`src/rtl/operand_issue_pkg.sv`:
```
// Shared sizes and ALU function codes for the operand-issue stage and the ALU behind it.
package operand_issue_pkg;

  localparam int unsigned W    = 32;
  localparam int unsigned NREG = 16;
  localparam int unsigned IdxW = $clog2(NREG);
  localparam int unsigned FinW = 4;

  typedef logic [FinW-1:0] fin_t;

  localparam fin_t FinAdd  = 4'h0;
  localparam fin_t FinSub  = 4'h1;
  localparam fin_t FinAnd  = 4'h2;
  localparam fin_t FinOr   = 4'h3;
  localparam fin_t FinXor  = 4'h4;
  localparam fin_t FinSll  = 4'h5;
  localparam fin_t FinSrl  = 4'h6;
  localparam fin_t FinSra  = 4'h7;
  localparam fin_t FinSlt  = 4'h8;
  localparam fin_t FinSltu = 4'h9;

endpackage

```
`src/rtl/operand_issue_if.sv`:
```
// Upstream issue, write-back and ALU-side bundle signals of the operand-issue stage.
interface operand_issue_if;
  import operand_issue_pkg::*;

  logic            in_valid;
  logic            in_ready;
  fin_t            in_fin;
  logic [IdxW-1:0] in_rs1;
  logic [IdxW-1:0] in_rs2;
  logic [IdxW-1:0] in_rd;

  logic            wb_en;
  logic [IdxW-1:0] wb_addr;
  logic [W-1:0]    wb_data;

  logic            out_valid;
  logic            out_ready;
  logic [W-1:0]    out_a;
  logic [W-1:0]    out_b;
  fin_t            out_fin;
  logic [IdxW-1:0] out_rd;

  modport master (
    output in_valid, in_fin, in_rs1, in_rs2, in_rd,
    output wb_en, wb_addr, wb_data,
    output out_ready,
    input  in_ready,
    input  out_valid, out_a, out_b, out_fin, out_rd
  );

  modport slave (
    input  in_valid, in_fin, in_rs1, in_rs2, in_rd,
    input  wb_en, wb_addr, wb_data,
    input  out_ready,
    output in_ready,
    output out_valid, out_a, out_b, out_fin, out_rd
  );

endinterface

```
`src/rtl/regfile_2r1w.sv`:
```
// Register file with two combinational read ports and one write port; register 0 is hardwired 0.
module regfile_2r1w #(
  parameter int unsigned NREG = operand_issue_pkg::NREG,
  parameter int unsigned W    = operand_issue_pkg::W
) (
  input  logic                    clk,
  input  logic                    rst_n,
  input  logic [$clog2(NREG)-1:0] raddr1_i,
  output logic [W-1:0]            rdata1_o,
  input  logic [$clog2(NREG)-1:0] raddr2_i,
  output logic [W-1:0]            rdata2_o,
  input  logic                    we_i,
  input  logic [$clog2(NREG)-1:0] waddr_i,
  input  logic [W-1:0]            wdata_i
);

  logic [W-1:0] rf_q [NREG];

  always_ff @(posedge clk or negedge rst_n) begin
    if (!rst_n) begin
      for (int i = 0; i < int'(NREG); i++) begin
        rf_q[i] <= '0;
      end
    end else if (we_i && (waddr_i != '0)) begin
      rf_q[waddr_i] <= wdata_i;
    end
  end

  assign rdata1_o = (raddr1_i == '0) ? '0 : rf_q[raddr1_i];
  assign rdata2_o = (raddr2_i == '0) ? '0 : rf_q[raddr2_i];

endmodule

```
`src/rtl/operand_issue.sv`:
```
// Operand-issue stage: reads sources with write-back forwarding, tracks pending destinations
// and hands a one-deep operand bundle to the ALU under a valid/ready handshake.
module operand_issue #(
  parameter int unsigned NREG = operand_issue_pkg::NREG,
  parameter int unsigned W    = operand_issue_pkg::W
) (
  input  logic                  clk,
  input  logic                  rst_n,
  operand_issue_if.slave        bus
);
  import operand_issue_pkg::fin_t;

  localparam int unsigned IdxW = $clog2(NREG);

  logic [W-1:0]    rf_rd1, rf_rd2;
  logic [W-1:0]    src1, src2;
  logic            byp1, byp2, hz, ready, accept;

  logic [NREG-1:0] pend_q, pend_d;
  logic            out_valid_q, out_valid_d;
  logic [W-1:0]    out_a_q, out_a_d;
  logic [W-1:0]    out_b_q, out_b_d;
  fin_t            out_fin_q, out_fin_d;
  logic [IdxW-1:0] out_rd_q, out_rd_d;

  regfile_2r1w #(
    .NREG (NREG),
    .W    (W)
  ) u_regfile (
    .clk      (clk),
    .rst_n    (rst_n),
    .raddr1_i (bus.in_rs1),
    .rdata1_o (rf_rd1),
    .raddr2_i (bus.in_rs2),
    .rdata2_o (rf_rd2),
    .we_i     (bus.wb_en),
    .waddr_i  (bus.wb_addr),
    .wdata_i  (bus.wb_data)
  );

  // A same-cycle write-back both releases a hazard and supplies the operand value.
  always_comb begin
    byp1   = bus.wb_en && (bus.wb_addr == bus.in_rs1);
    byp2   = bus.wb_en && (bus.wb_addr == bus.in_rs2);
    hz     = (pend_q[bus.in_rs1] && !byp1) || (pend_q[bus.in_rs2] && !byp2);
    ready  = (!out_valid_q || bus.out_ready) && !hz;
    accept = bus.in_valid && ready;
    src1   = (byp1 && (bus.in_rs1 != '0)) ? bus.wb_data : rf_rd1;
    src2   = (byp2 && (bus.in_rs2 != '0)) ? bus.wb_data : rf_rd2;
  end

  always_comb begin
    pend_d      = pend_q;
    out_valid_d = out_valid_q;
    out_a_d     = out_a_q;
    out_b_d     = out_b_q;
    out_fin_d   = out_fin_q;
    out_rd_d    = out_rd_q;

    if (bus.wb_en) begin
      pend_d[bus.wb_addr] = 1'b0;
    end
    // Applied after the clear so a same-index set wins.
    if (accept && (bus.in_rd != '0)) begin
      pend_d[bus.in_rd] = 1'b1;
    end
    pend_d[0] = 1'b0;

    if (accept) begin
      out_valid_d = 1'b1;
      out_a_d     = src1;
      out_b_d     = src2;
      out_fin_d   = bus.in_fin;
      out_rd_d    = bus.in_rd;
    end else if (bus.out_ready) begin
      out_valid_d = 1'b0;
    end
  end

  always_ff @(posedge clk or negedge rst_n) begin
    if (!rst_n) begin
      pend_q      <= '0;
      out_valid_q <= 1'b0;
      out_a_q     <= '0;
      out_b_q     <= '0;
      out_fin_q   <= '0;
      out_rd_q    <= '0;
    end else begin
      pend_q      <= pend_d;
      out_valid_q <= out_valid_d;
      out_a_q     <= out_a_d;
      out_b_q     <= out_b_d;
      out_fin_q   <= out_fin_d;
      out_rd_q    <= out_rd_d;
    end
  end

  assign bus.in_ready  = ready;
  assign bus.out_valid = out_valid_q;
  assign bus.out_a     = out_a_q;
  assign bus.out_b     = out_b_q;
  assign bus.out_fin   = out_fin_q;
  assign bus.out_rd    = out_rd_q;

endmodule

```
`src/flat_wrapper.sv`:
```
// flat-port wrapper written by rule: the top's interface ports become plain ports
module operand_issue_flat import operand_issue_pkg::fin_t;
#(
  parameter int unsigned NREG = operand_issue_pkg::NREG,
  parameter int unsigned W    = operand_issue_pkg::W
)
  (clk, rst_n, bus_in_valid, bus_in_fin, bus_in_rs1, bus_in_rs2, bus_in_rd, bus_wb_en, bus_wb_addr, bus_wb_data, bus_out_ready, bus_in_ready, bus_out_valid, bus_out_a, bus_out_b, bus_out_fin, bus_out_rd);
  operand_issue_if bus_i ();
  input  logic clk;
  input  logic rst_n;
  input wire logic [$bits(bus_i.in_valid)-1:0] bus_in_valid;
  input wire logic [$bits(bus_i.in_fin)-1:0] bus_in_fin;
  input wire logic [$bits(bus_i.in_rs1)-1:0] bus_in_rs1;
  input wire logic [$bits(bus_i.in_rs2)-1:0] bus_in_rs2;
  input wire logic [$bits(bus_i.in_rd)-1:0] bus_in_rd;
  input wire logic [$bits(bus_i.wb_en)-1:0] bus_wb_en;
  input wire logic [$bits(bus_i.wb_addr)-1:0] bus_wb_addr;
  input wire logic [$bits(bus_i.wb_data)-1:0] bus_wb_data;
  input wire logic [$bits(bus_i.out_ready)-1:0] bus_out_ready;
  output wire logic [$bits(bus_i.in_ready)-1:0] bus_in_ready;
  output wire logic [$bits(bus_i.out_valid)-1:0] bus_out_valid;
  output wire logic [$bits(bus_i.out_a)-1:0] bus_out_a;
  output wire logic [$bits(bus_i.out_b)-1:0] bus_out_b;
  output wire logic [$bits(bus_i.out_fin)-1:0] bus_out_fin;
  output wire logic [$bits(bus_i.out_rd)-1:0] bus_out_rd;
  assign bus_i.in_valid = bus_in_valid;
  assign bus_i.in_fin = bus_in_fin;
  assign bus_i.in_rs1 = bus_in_rs1;
  assign bus_i.in_rs2 = bus_in_rs2;
  assign bus_i.in_rd = bus_in_rd;
  assign bus_i.wb_en = bus_wb_en;
  assign bus_i.wb_addr = bus_wb_addr;
  assign bus_i.wb_data = bus_wb_data;
  assign bus_i.out_ready = bus_out_ready;
  assign bus_in_ready = bus_i.in_ready;
  assign bus_out_valid = bus_i.out_valid;
  assign bus_out_a = bus_i.out_a;
  assign bus_out_b = bus_i.out_b;
  assign bus_out_fin = bus_i.out_fin;
  assign bus_out_rd = bus_i.out_rd;
  operand_issue #(.NREG(NREG), .W(W)) u_core (.clk(clk), .rst_n(rst_n), .bus(bus_i));
endmodule
```
`config.mk`:
```
export PLATFORM = sky130hd
export DESIGN_NAME = operand_issue_flat
export DESIGN_NICKNAME = d
export VERILOG_FILES = /design/src/rtl/operand_issue_pkg.sv /design/src/rtl/operand_issue_if.sv /design/src/rtl/regfile_2r1w.sv /design/src/rtl/operand_issue.sv /design/src/flat_wrapper.sv
export SDC_FILE = /design/constraint.sdc
export NUM_CORES = 1
export LEC_CHECK = 0
export ABC_AREA = 1
export CORE_MARGIN = 8
export CORE_UTILIZATION = 47
export DETAILED_ROUTE_END_ITERATION = 12
export HOLD_SLACK_MARGIN = 0.08
export PLACE_DENSITY_LB_ADDON = 0.25
export SLEW_MARGIN = 15
export SYNTH_ARGS = -nofsm -noshare
export SYNTH_HDL_FRONTEND = slang
export SYNTH_SLANG_ARGS = --single-unit
```
`constraint.sdc`:
```
create_clock -name clk -period 2.1 [get_ports clk]
set_input_delay 0.42 -clock clk [delete_from_list [all_inputs] [get_ports clk]]
set_output_delay 0.42 -clock clk [all_outputs]
set_load 0.01 [all_outputs]
```
==> load_flow_metrics.sql <==
INSERT INTO impl_metrics (metric_group, metric, value, unit) VALUES
('synthesis', 'synthesis.yosys.warnings', '0', ''),
('pwr', 'max-vdd-ir-drop', '0.775', 'mV'),
('clock_network', 'cts.reportedPaths.clkPinSlew', '0.06', 'ns'),
('routing', 'post-route-drc-count', '0', ''),
('cells_and_area', 'multi_input_comb_area', '14400', 'um^2'),
('floorplan', 'floorplan.die_area', '77700', 'um^2'),
('routing', 'number_of_detailed_route_iterations_in_the_first_pass', '6', ''),
('outcome', 'violations', 'setup timing', ''),
('floorplan', 'placeable_core_region', '68500', 'um^2'),
('synthesis', 'yosys-top-cells-area', 'sky130_fd_sc_hd__dfrtp_1 46%, sky130_fd_sc_hd__nand2_1 18%, sky130_fd_sc_hd__o21ai_0 8.4%, sky130_fd_sc_hd__o211ai_1 5.9%, sky130_fd_sc_hd__inv_1 5.0%', ''),
('cells_and_area', 'area_growth_syn_to_layout', '19.1', '%'),
('timing', 'final-max-slew-violation-count', '0', ''),
('timing', 'setup_viol_count_final', '1', ''),
('critical_path', 'cp_max_fo', '2', ''),
('clock_network', 'count_of_clock_tree_sinks', '600', ''),
('critical_path', 'cp_data_required_time', '1.68', 'ns'),
('cells_and_area', 'fillerInstances', '6374', ''),
('timing', 'fin_crit_sh', '110', '%'),
('floorplan', 'die_height', '279', 'um'),
('floorplan', 'floorplan.die.width', '279', 'um'),
('timing', 'postLayoutSetupSlackWorst', '-0.218', 'ns'),
('cells_and_area', 'ff_latch_area', '15000', 'um^2'),
('clock_network', 'clk_path_buf_depth', '3', ''),
('timing', 'finalHoldViolCount', '0', ''),
('timing', 'worst_slew_margin_rel', '52.8', '%'),
('min_path', 'worst_hold_path_type', 'primary input to register', ''),
('cells_and_area', 'layout_commonest_cell', 'sky130_fd_sc_hd__nand2_1', ''),
('routing', 'detail_route.wl_per_cell', '22.3', 'um'),
('job', 'maxCapViolations', '0', ''),
('global_routing', 'globalRouteOverflowTotal', '0', ''),
('synthesis', 'synth.net_count', '4573', ''),
('floorplan', 'io-pin-count', '131', ''),
('clock_network', 'cts_root_buf', 'sky130_fd_sc_hd__clkbuf_16', ''),
('placed_design', 'place_area', '36300', 'um^2'),
('cells_and_area', 'final_cell_area', '38700', 'um^2'),
('synthesis', 'portion_of_the_post_synthesis_area_used_by_sequential_elements', '46.2', '%'),
('placed_design', 'pre_cts_slack', '-0.598', 'ns'),
('synthesis', 'synth.ff_latch_count', '600', ''),
('synthesis', 'post-synth-top-area-fraction', '46.2', '%'),
('floorplan', 'initial_utilization', '47.4', '%'),
('synthesis', 'syn_inst', '4516', ''),
('timing', 'timing_worst_slew_pin_value', '0.708', 'ns'),
('synthesis', 'syn-cell-area', '32500', 'um^2'),
('placed_design', 'post-place-cells', '5389', ''),
('synthesis', 'syn_avg_cell_area', '7.19', 'um^2'),
('critical_path', 'cp-end-kind', 'output port', ''),
('cells_and_area', 'fraction_of_final_layout_cells_sized_beyond_drive_strength_1', '9.06', '%'),
('critical_path', 'startpoint_type', 'register', ''),
('routing', 'route.antenna.remaining_nets', '0', ''),
('placed_design', 'dp.final_hpwl', '78000', 'um'),
('min_path', 'worst_hold_path.num_cells', '3', ''),
('routing', 'detailedRoute.firstIterationViolations', '3649', ''),
('outcome', 'run_status', 'complete, but fails checks', ''),
('global_routing', 'grt_max_degree', '82', ''),
('global_routing', 'first_pass_grt_wire_length', '190000', 'um'),
('clock_network', 'clock_buffer_count_from_cts', '67', ''),
('timing', 'finalClockSkew', '0.0262', 'ns'),
('cells_and_area', 'number_of_nets_in_the_layout', '4636', ''),
('clock_network', 'worst_skew_pair_latency', '0.63', 'ns'),
('synthesis', 'synth_cell_type_count', '26', ''),
('clock_network', 'ctsHtreeMaxLevel', '3', ''),
('placed_design', 'final_estimated_routing_congestion_in_global_placement', '0.894', ''),
('clock_network', 'cts_tree', 'yes', ''),
('critical_path', 'reg2regPathDepth', '15', ''),
('cells_and_area', 'finalNonFillerCells', '5508', ''),
('global_routing', 'antenna_found_initial', '1', ''),
('timing', 'max_clock_freq', '431', 'MHz'),
('routing', 'routed_via_density', '5.86', ''),
('routing', 'vias', '32300', ''),
('synthesis', 'synth_top_cell_by_area', 'sky130_fd_sc_hd__dfrtp_1', ''),
('pwr', 'p_leak', '0.0184', 'uW');
sequential cells by signal (all words and copies together) (netlist names):
signal	count
u_core.bus.out_fin	4
u_core.bus.out_valid	1
u_core.bus.out_rd	4
u_core.pend_q	15
u_core.bus.out_a	32
u_core.bus.out_b	32
u_core.u_regfile.rf_q	512
metal layers:
layer / wire (um) / vias to the layer above / share of wire [%] / GRT usage (%)
met4: 9390 / 0 / 7.6 / 21.0
li1: - / 14700 / - / -
met1: 46000 / 15200 / 37 / 38.3
met3: 11200 / 526 / 9.1 / 4.98
met5: 0 / - / 0 / 0
met2: 56200 / 1824 / 46 / 50.8
through the flow:
stage	util (%)	setup TNS, ns	power [uW]	hold WS (ns)
2_1_floorplan	-	0	20800	0.124
3_3_place_gp	53.0	-62.80	24600	0.295
3_5_place_dp	53.0	-62.10	24800	0.295
4_1_cts	56.4	-0.224	37300	0.187
5_1_grt	56.5	-0.277	39200	0.210
6_report	56.5	-0.218	37300	0.205
worst max-delay path, cell delays in order (launching register included):
cell and delay (ns):
sky130_fd_sc_hd__dfrtp_1 0.40, sky130_fd_sc_hd__inv_2 0.09, sky130_fd_sc_hd__nand2_2 0.05, sky130_fd_sc_hd__nand3_1 0.07
sky130_fd_sc_hd__nand2_1 0.05, sky130_fd_sc_hd__nand2_1 0.05, sky130_fd_sc_hd__nand2_1 0.05, sky130_fd_sc_hd__inv_1 0.06
sky130_fd_sc_hd__nand2_2 0.06, sky130_fd_sc_hd__nand2_2 0.07, sky130_fd_sc_hd__nand2_2 0.06, sky130_fd_sc_hd__nor2_4 0.12
sky130_fd_sc_hd__buf_6 0.12
cells in the mapped netlist:
cell type,n
sky130_fd_sc_hd__nand2_1,1538
sky130_fd_sc_hd__dfrtp_1,600
sky130_fd_sc_hd__o21ai_0,547
sky130_fd_sc_hd__inv_1,429
sky130_fd_sc_hd__nand3_1,300
sky130_fd_sc_hd__clkbuf_1,261
sky130_fd_sc_hd__o211ai_1,253
sky130_fd_sc_hd__a21oi_1,186
sky130_fd_sc_hd__nor2_1,157
sky130_fd_sc_hd__buf_2,80
sky130_fd_sc_hd__nand4_1,61
sky130_fd_sc_hd__buf_1,33
sky130_fd_sc_hd__o221ai_1,31
sky130_fd_sc_hd__inv_2,12
sky130_fd_sc_hd__buf_4,10
sky130_fd_sc_hd__buf_6,3
sky130_fd_sc_hd__clkbuf_2,3
sky130_fd_sc_hd__clkinv_1,3
sky130_fd_sc_hd__o22ai_1,2
sky130_fd_sc_hd__a21oi_2,1
sky130_fd_sc_hd__and3_1,1
sky130_fd_sc_hd__inv_4,1
sky130_fd_sc_hd__nand2_2,1
sky130_fd_sc_hd__nand2_4,1
sky130_fd_sc_hd__nor2_4,1
sky130_fd_sc_hd__nor3_2,1
worst paths after layout:
kind                                       startpoint                         end  slack (ns)
max                                  u_core.pend_q[2]                bus_in_ready       -0.22
max in group asynchronous                       rst_n  u_core.u_regfile.rf_q[473]        0.95
min reg2reg                u_core.u_regfile.rf_q[480]  u_core.u_regfile.rf_q[480]        0.40
min                                      bus_in_valid        u_core.bus.out_b[15]        0.21
max reg2reg                          u_core.pend_q[2]           u_core.pend_q[11]        0.14
min in group asynchronous                       rst_n  u_core.u_regfile.rf_q[331]        0.26
cell families (layout without fill, tap and decap cells):
| family | after synthesis | count (layout) | synth area share [%] |
|---|---|---|---|
| buffers and inverters | 835 | 944 | 10.2 |
| flip-flops | 600 | 600 | 46.2 |
| AO/OA/AOI/OAI | 1020 | 1020 | 18.1 |
| other | 0 | 1 | 0 |
| AND/OR/NAND/NOR | 2061 | 2061 | 25.5 |
cell type report:
cell class	instances	area share, %
Timing Repair Buffer	384	11.0
Tap cell	882	2.85
Sequential cell	600	38.8
Clock buffer	92	5.02
Antenna cell	1	0.00647
Clock inverter	23	0.899
Multi-Input combinational cell	3081	37.1
Inverter	445	4.33
power breakdown:
part	total (uW)	internal (uW)	switching, uW
clock network	12500	7560	4910
logic	9150	3600	5550
registers	15700	14200	1490
timing repair:
item / in CTS / in global routing
pin swaps: 4 / 6
resized for setup: 11 / 11
buffers inserted: 2 / 0
hold buffers: 1 / 0
gates cloned: 0 / 0
endpoints found under the setup margin: 1 / 83
endpoints found under the hold margin: 384 / 0
(Power assumes the default switching activity.)
